File: src/rtl/pipeline_pkg.sv
// -----------------------------------------------------------------------------
// pipeline_pkg
// Shared pipeline constants: datapath width, register address width and the
// MemtoReg writeback-select encodings used by the writeback stage and the
// forwarding unit.
// -----------------------------------------------------------------------------
package pipeline_pkg;

   localparam int XLEN   = 32;
   localparam int REG_AW = 5;

   // Writeback source select carried in the MEM/WB register.
   typedef enum logic [1:0] {
      MTR_ALU  = 2'b00,
      MTR_MEM  = 2'b01,
      MTR_LINK = 2'b10,
      MTR_RSVD = 2'b11
   } mtr_sel_e;

   // True when a writeback carries load data (counts toward load profiling).
   function automatic logic is_load_wb(input logic mem_read, input logic [1:0] mtr);
      return mem_read && (mtr == MTR_MEM);
   endfunction

endpackage : pipeline_pkg

File: src/rtl/wb_mux.sv
// -----------------------------------------------------------------------------
// wb_mux
// Combinational writeback selector. The reserved encoding falls back to the
// ALU result so a corrupted select never produces an undefined value.
// Shared with the forwarding unit so both see identical writeback data.
// -----------------------------------------------------------------------------
module wb_mux
   import pipeline_pkg::*;
#(
   parameter int XLEN = pipeline_pkg::XLEN
) (
   input  logic [1:0]      MemtoReg_in,
   input  logic [XLEN-1:0] Read_data_in,
   input  logic [XLEN-1:0] result_in,
   input  logic [XLEN-1:0] link_in,
   output logic [XLEN-1:0] wb_data
);

   logic [XLEN-1:0] sel_data_s;

   // Pick the writeback source; reserved and unknown selects use the ALU result.
   always_comb begin
      sel_data_s = result_in;
      case (MemtoReg_in)
         MTR_ALU:  sel_data_s = result_in;
         MTR_MEM:  sel_data_s = Read_data_in;
         MTR_LINK: sel_data_s = link_in;
         MTR_RSVD: sel_data_s = result_in;
         default:  sel_data_s = result_in;
      endcase
   end

   assign wb_data = sel_data_s;

endmodule : wb_mux

File: src/rtl/wb_regfile.sv
// -----------------------------------------------------------------------------
// wb_regfile
// Writeback stage and general-purpose register file. Selects the writeback
// value from the MEM/WB fields, commits it to the register array, serves the
// two ID-stage read ports and keeps retirement / load-writeback counters.
//
// Build option: define WB_BYPASS_EN for write-first read ports (a read of the
// register being written this cycle returns the new value). Without it the
// read ports return the pre-write array contents and ID must stall.
// -----------------------------------------------------------------------------
module wb_regfile
   import pipeline_pkg::*;
#(
   parameter int XLEN = pipeline_pkg::XLEN,
   parameter int NREG = 32
) (
   input  logic              clk,
   input  logic              reset,
   input  logic [XLEN-1:0]   Read_data_in,
   input  logic [XLEN-1:0]   result_in,
   input  logic [XLEN-1:0]   link_in,
   input  logic [REG_AW-1:0] RtorRd_in,
   input  logic [1:0]        MemtoReg_in,
   input  logic              RegWr_in,
   input  logic              MemRead_in,
   input  logic [REG_AW-1:0] rs_addr,
   input  logic [REG_AW-1:0] rt_addr,
   output logic [XLEN-1:0]   rs_data,
   output logic [XLEN-1:0]   rt_data,
   output logic [XLEN-1:0]   wb_data_o,
   output logic [REG_AW-1:0] wb_addr_o,
   output logic              wb_en_o,
   output logic [31:0]       wb_cnt,
   output logic [31:0]       load_cnt
);

   localparam logic [REG_AW-1:0] ZERO_ADDR = {REG_AW{1'b0}};

   logic [XLEN-1:0] regs_r [NREG];
   logic [31:0]     wb_cnt_r;
   logic [31:0]     load_cnt_r;

   logic [XLEN-1:0] wb_data_s;
   logic            wb_en_s;
   logic            load_wb_s;
   logic [XLEN-1:0] rs_data_s;
   logic [XLEN-1:0] rt_data_s;

   wb_mux #(
      .XLEN (XLEN)
   ) u_wb_mux (
      .MemtoReg_in  (MemtoReg_in),
      .Read_data_in (Read_data_in),
      .result_in    (result_in),
      .link_in      (link_in),
      .wb_data      (wb_data_s)
   );

   // Commit qualifier: r0 writes are dropped and nothing commits while reset is asserted.
   always_comb begin
      wb_en_s   = 1'b0;
      load_wb_s = 1'b0;
      if (reset && RegWr_in && (RtorRd_in != ZERO_ADDR)) begin
         wb_en_s   = 1'b1;
         load_wb_s = is_load_wb(MemRead_in, MemtoReg_in);
      end else begin
         wb_en_s   = 1'b0;
         load_wb_s = 1'b0;
      end
   end

   // Register array: cleared asynchronously, written on a qualified commit.
   always_ff @(posedge clk or negedge reset) begin
      if (!reset) begin
         for (int i = 0; i < NREG; i++) begin
            regs_r[i] <= {XLEN{1'b0}};
         end
      end else if (wb_en_s) begin
         regs_r[RtorRd_in] <= wb_data_s;
      end
   end

   // Event counters: committed writes and committed load writebacks, wrapping.
   always_ff @(posedge clk or negedge reset) begin
      if (!reset) begin
         wb_cnt_r   <= 32'd0;
         load_cnt_r <= 32'd0;
      end else begin
         if (wb_en_s) begin
            wb_cnt_r <= wb_cnt_r + 32'd1;
         end
         if (load_wb_s) begin
            load_cnt_r <= load_cnt_r + 32'd1;
         end
      end
   end

   // rs read port: r0 reads zero, optional write-first bypass, else array contents.
   always_comb begin
      rs_data_s = {XLEN{1'b0}};
      if (rs_addr == ZERO_ADDR) begin
         rs_data_s = {XLEN{1'b0}};
`ifdef WB_BYPASS_EN
      end else if (wb_en_s && (rs_addr == RtorRd_in)) begin
         rs_data_s = wb_data_s;
`endif
      end else begin
         rs_data_s = regs_r[rs_addr];
      end
   end

   // rt read port: same rules as rs.
   always_comb begin
      rt_data_s = {XLEN{1'b0}};
      if (rt_addr == ZERO_ADDR) begin
         rt_data_s = {XLEN{1'b0}};
`ifdef WB_BYPASS_EN
      end else if (wb_en_s && (rt_addr == RtorRd_in)) begin
         rt_data_s = wb_data_s;
`endif
      end else begin
         rt_data_s = regs_r[rt_addr];
      end
   end

   assign rs_data   = rs_data_s;
   assign rt_data   = rt_data_s;
   assign wb_data_o = wb_data_s;
   assign wb_addr_o = RtorRd_in;
   assign wb_en_o   = wb_en_s;
   assign wb_cnt    = wb_cnt_r;
   assign load_cnt  = load_cnt_r;

endmodule : wb_regfile

File: config.mk
export PLATFORM = sky130hd
export DESIGN_NAME = wb_regfile
export DESIGN_NICKNAME = d
export VERILOG_FILES = /design/src/rtl/pipeline_pkg.sv /design/src/rtl/wb_mux.sv /design/src/rtl/wb_regfile.sv
export SDC_FILE = /design/constraint.sdc
export NUM_CORES = 2
export LEC_CHECK = 0
export ABC_AREA = 1
export CORE_ASPECT_RATIO = 0.5
export CORE_MARGIN = 4
export CORE_UTILIZATION = 35
export CTS_CLUSTER_SIZE = 14
export DETAILED_ROUTE_END_ITERATION = 10
export GPL_ROUTABILITY_DRIVEN = 0
export SETUP_SLACK_MARGIN = 0.02
export SYNTH_ARGS = -nofsm -noshare
export SYNTH_HDL_FRONTEND = slang
export SYNTH_HIERARCHICAL = 1
export SYNTH_SLANG_ARGS = --single-unit
File: constraint.sdc
create_clock -name clk -period 1.9 [get_ports clk]
set_input_delay 0.38 -clock clk [delete_from_list [all_inputs] [get_ports clk]]
set_output_delay 0.38 -clock clk [all_outputs]
set_load 0.1 [all_outputs]
-- Word level (Yosys, flattened, before mapping)
Index checks and enable logic that the tools add are counted.
W data, S select, Z words.
- register bits after elaboration: 1088
- input bits: 117
- output and inout bits: 166
- word-level logic and storage cells: 69
- $add $sub $neg: 2
- magnitude comparators: 4
- eq/ne operators: 3
- mux-type cells: 14
- bitwise logic cells: 3
- reductions and logical operators: 9
- operators by type and width (cell ; count):
    $bwmux W1024 ; 1
    $bmux W32 S5 ; 2
    $mux W32 ; 7
    $demux W32 S5 ; 1
    $pmux W32 S3 ; 1
    $add A32 B1 Y32 const B ; 2
    $ge A6 B6 Y1 const B ; 3
    $not A5 Y6 ; 3
    $logic_not A5 Y1 ; 2
    $lt A6 B1 Y1 const B ; 1
    $reduce_bool A5 Y1 ; 1
    $eq A2 B2 Y1 const B ; 2
    $logic_and A1 B1 Y1 ; 4
    $eq A2 B1 Y1 const B ; 1
    $logic_not A2 Y1 ; 1
    $mux W1 ; 2
    $reduce_or A2 Y1 ; 1

-- Logic depth before layout (Yosys ltp)
- word-level depth: 6
- mapped depth: 12
- gate-level depth less buffers: 10

-- By module
The synthesis kept the hierarchy.
- modules (own cells, without submodules) (module ; times used ; cells each ; area an instance (sq um) ; seq. area each (sq um)):
    wb_regfile ; 1 ; 8845 ; 60295.3 ; 27226.1
    wb_mux ; 1 ; 210 ; 878.3 ; 0.0

-- Least setup slack after synthesis
Ideal clock, no wire load.
- kind: input -> output
- from: input port rs_addr[0]
- to: output port rs_data[23]
- data arrival time: 2.754 ns
- data required time: 1.520 ns
- setup slack: -1.234 ns
- cell stages on the path: 12
- cells stage by stage: buf_2 inv_2 buf_2 clkbuf_1 nand2_1 nand3_1 nand3_1 nand2_1 nand2_1 nand3_1 nand2_1 nor2_1
- word-level cells in the longest chain between the ends: 5
- elaborated cells between the ends (all ways): 6
- those cells by class: 4 x mux; 1 x bitwise; 1 x reduce/logical
- ends and longest elaborated chain (what ; RTL line ; source):
    start: declaration ; wb_regfile.sv:26 ; input logic [REG_AW-1:0] rs_addr,
    $not A5 Y6 (not written as such) ; wb_regfile.sv:108 ; rs_data_s = regs_r[rs_addr];
    $bmux W32 S5 ; wb_regfile.sv:108 ;
    $mux W32 (not written as such) (2 in series) ; wb_regfile.sv:108 ;
    $mux W32 (*) ; wb_regfile.sv:101 ; if (rs_addr == ZERO_ADDR) begin
    end: declaration ; wb_regfile.sv:28 ; output logic [XLEN-1:0] rs_data,
Every way passes the cells marked *; elsewhere a longest branch is shown, timed or not. The select of a mux whose other input is x is not followed.

-- Worst setup path in the final report
- from: register regs_r[256] (netlist bit)
- to: output port rs_data[0]
- word-level cells in the longest chain between the ends: 4
- ends and longest elaborated chain (what ; RTL line ; source):
    start: declaration ; wb_regfile.sv:39 ; logic [XLEN-1:0] regs_r [NREG];
    start signal: indexed assignment ; wb_regfile.sv:76 ; regs_r[i] <= {XLEN{1'b0}};
    start signal: indexed assignment ; wb_regfile.sv:79 ; regs_r[RtorRd_in] <= wb_data_s;
    $bmux W32 S5 ; wb_regfile.sv:108 ;
    $mux W32 (not written as such) (2 in series) ; wb_regfile.sv:108 ;
    $mux W32 ; wb_regfile.sv:101 ;
Every way passes these cells. The select of a mux whose other input is x is not followed.

==> results.sh <==
export IMPL_die_w_um=599
export IMPL_routedWlPerCell_um=22.2
export IMPL_fmax_mhz=378
export IMPL_rows=108
export IMPL_startpoint="regs_r[256]"
export IMPL_drv_cap=0
export IMPL_rsz0062_at_grt="true"
export IMPL_report_final_setup_viol=88
export IMPL_antenna_found_initial=6
export IMPL_nNetsFinal=9598
export IMPL_grt_max_degree=52
export IMPL_clock_latency_ns=0.77
export IMPL_hpwlAfterDp_mm=172
export IMPL_p_per_area_nw_per_um2=846
export IMPL_grt_pass1_wl_mm=390
export IMPL_final_cell_mix="nand2_1 (3654), nand3_1 (1255), dfrtp_1 (1043)"
export IMPL_core_area_sq_um=174000
export IMPL_crit_type="register to primary output"
export IMPL_die_height_um=304
export IMPL_final_cells=11881
export IMPL_syn_num_nets=9176
export IMPL_drtPass1Iterations=7
export IMPL_port_buffers=282
export IMPL_arrival_ns=2.26
export IMPL_max_slew_margin_rel=0.685
export IMPL_hold_path_class="input port to register"
export IMPL_p_leak_nw=37.7
export IMPL_vias=65724
export IMPL_rr_startpoint="load_cnt[1]"
export IMPL_layout_commonest_cell="nand2_1"
export IMPL_reg2reg_depth=7
export IMPL_yosysWarnings=6
export IMPL_grt_overflow_total=0
export IMPL_pin_count=283
export IMPL_netlist_instances=9055
export IMPL_netlist_area_sq_um=61200
export IMPL_drc=0
export IMPL_crit_fanout=3
export IMPL_drt_wl_total_mm=263
export IMPL_tightest_slew_ns=0.473
export IMPL_syn_avg_cell_area_sq_um=6.76
export IMPL_ctsHtreeMaxLevel=3
export IMPL_cts_root_buf="clkbuf_16"
export IMPL_min_path_cells=6
export IMPL_drt_iter0_markers=8535
export IMPL_fin_ws_ns=-0.744
export IMPL_cts_sinks=1088
export IMPL_status="finished, violations left"
export IMPL_synthFlopType="dfrtp_1"
export IMPL_ant_nets=0
export IMPL_drive_gt1_frac=0.192
export IMPL_period_share=1.39
export IMPL_hold_viol=0
export IMPL_grt_pass1_vias=60248
export IMPL_synth_seq_area_share=0.445
export IMPL_peakVddDrop_uv=1350
export IMPL_fin_crit_ns=2.64
export IMPL_async_flop_share=1.00
export IMPL_violations="setup timing"
export IMPL_clk_pin_slew_ns=0.07
export IMPL_area_growth_pct=35.0
export IMPL_drv_slew=0
export IMPL_grt_usage=0.278
export IMPL_cts_buffers=111
export IMPL_placed_cells=11538
export IMPL_cts_max_path_buffers=3
export IMPL_fin_setup_tns_ns=-38.90
export IMPL_start_util=0.352
export IMPL_die_area_sq_um=182000
export IMPL_synth_seq_cells=1088
export IMPL_crit_required_ns=1.52
export IMPL_end_kind="primary output"
export IMPL_tritoncts="built"
export IMPL_viasPerCell=5.53
export IMPL_skew_ns=0.0207
export IMPL_setup_worst_path_start_class="register"
export IMPL_fillers=16890
export IMPL_synth_distinct_cells=26
export IMPL_synth_edf_count=0
export IMPL_min_delay_start="reset"
export IMPL_hold_ws_ns=0.389
==> Yosys cell counts, types with 12 or more instances <==
cell | count | share of area
nand2_1 | 3910 | 0.24
nand3_1 | 1378 | 0.11
dfrtp_1 | 1088 | 0.45
o21ai_0 | 1079 | 0.088
clkbuf_1 | 567 | 0.035
nor2_1 | 341 | 0.021
inv_1 | 146 | 0.0090
a21oi_1 | 135 | 0.011
buf_2 | 122 | 0.010
buf_1 | 77 | 0.0047
o21ai_1 | 56 | 0.0046
nand2_2 | 32 | 0.0033
xor2_1 | 30 | 0.0043
nor3_1 | 21 | 0.0017
nand3b_1 | 15 | 0.0018
nand4_1 | 12 | 0.0012
==> cell type report <==
class / count / area (sq um) / area share
clock buffers: 151 / 3170 / 0.0384
flip-flops and latches: 1088 / 27300 / 0.330
clock inverters: 53 / 751 / 0.00909
repair buffers: 1089 / 14300 / 0.174
inverters: 153 / 669 / 0.00811
multi-input cells: 7034 / 33500 / 0.405
well taps: 2310 / 2890 / 0.0350
diodes: 3 / 7.51 / 0.0000909
==> worst paths after layout <==
path	slack, ns	endpoint
max reg2reg	0.17	load_cnt[16]
min reg2reg	0.40	regs_r[1011]
max in group asynchronous	0.66	wb_cnt[12]
min in group asynchronous	0.63	regs_r[197]
max	-0.74	rs_data[0]
min	0.39	wb_cnt[3]
==> routing by layer <==
| layer | GRT usage | vias to the layer above | part of all wire |
|---|---|---|---|
| met5 | 0 | - | 0.00011 |
| met4 | 0.101 | 6 | 0.039 |
| met3 | 0.0489 | 578 | 0.096 |
| met2 | 0.425 | 3635 | 0.44 |
| met1 | 0.394 | 31361 | 0.42 |
| li1 | - | 30144 | - |
==> cell families after synthesis <==
family,share of synthesized area
AND/OR/NAND/NOR,0.384
AO/OA/AOI/OAI,0.104
flip-flops,0.445
buffers and inverters,0.0612
XOR/XNOR,0.00515
adder cells (fa/ha/maj),0.000818
==> sequential cells by signal, indices dropped and copies added (netlist names) <==
name and count:
load_cnt 32, regs_r 1024, wb_cnt 32
==> metrics by stage <==
stage	utilization	setup WS (ns)	power [mW]	cell area, sq um
CTS	0.463	-0.732	69.2	80500
global route	0.475	-0.821	72.9	82600
finish	0.475	-0.744	69.9	82600
detailed placement	0.432	-0.718	44.7	75100
floorplan	-	-0.268	37.8	63500
global placement	0.432	-0.662	44.5	75100
==> timing repair <==
item | in CTS | in global routing
gates resized for setup | 378 | 350
hold buffers | 1 | 0
endpoints found under the hold margin | 4 | 0
buffers inserted | 55 | 95
gates cloned | 5 | 4
endpoints found under the setup margin | 129 | 124
pin swaps | 302 | 333
==> report_power, final <==
part	internal [mW]	switching [mW]
Sequential	25.8	2.23
Combinational	6.85	11.2
Clock	13.4	10.5
Total	46.0	23.9
==> critical path, stage by stage (launching register included) <==
cell and delay (ns):
dfrtp_1 0.38, nand2_1 0.07, nand3_1 0.08, nand3_1 0.08, nand2_1 0.10, nand2_1 0.07
nand3_2 0.11, nand2_2 0.09, nor2_4 0.28, buf_12 0.22
Note: power is estimated with default switching activity, not from simulation.
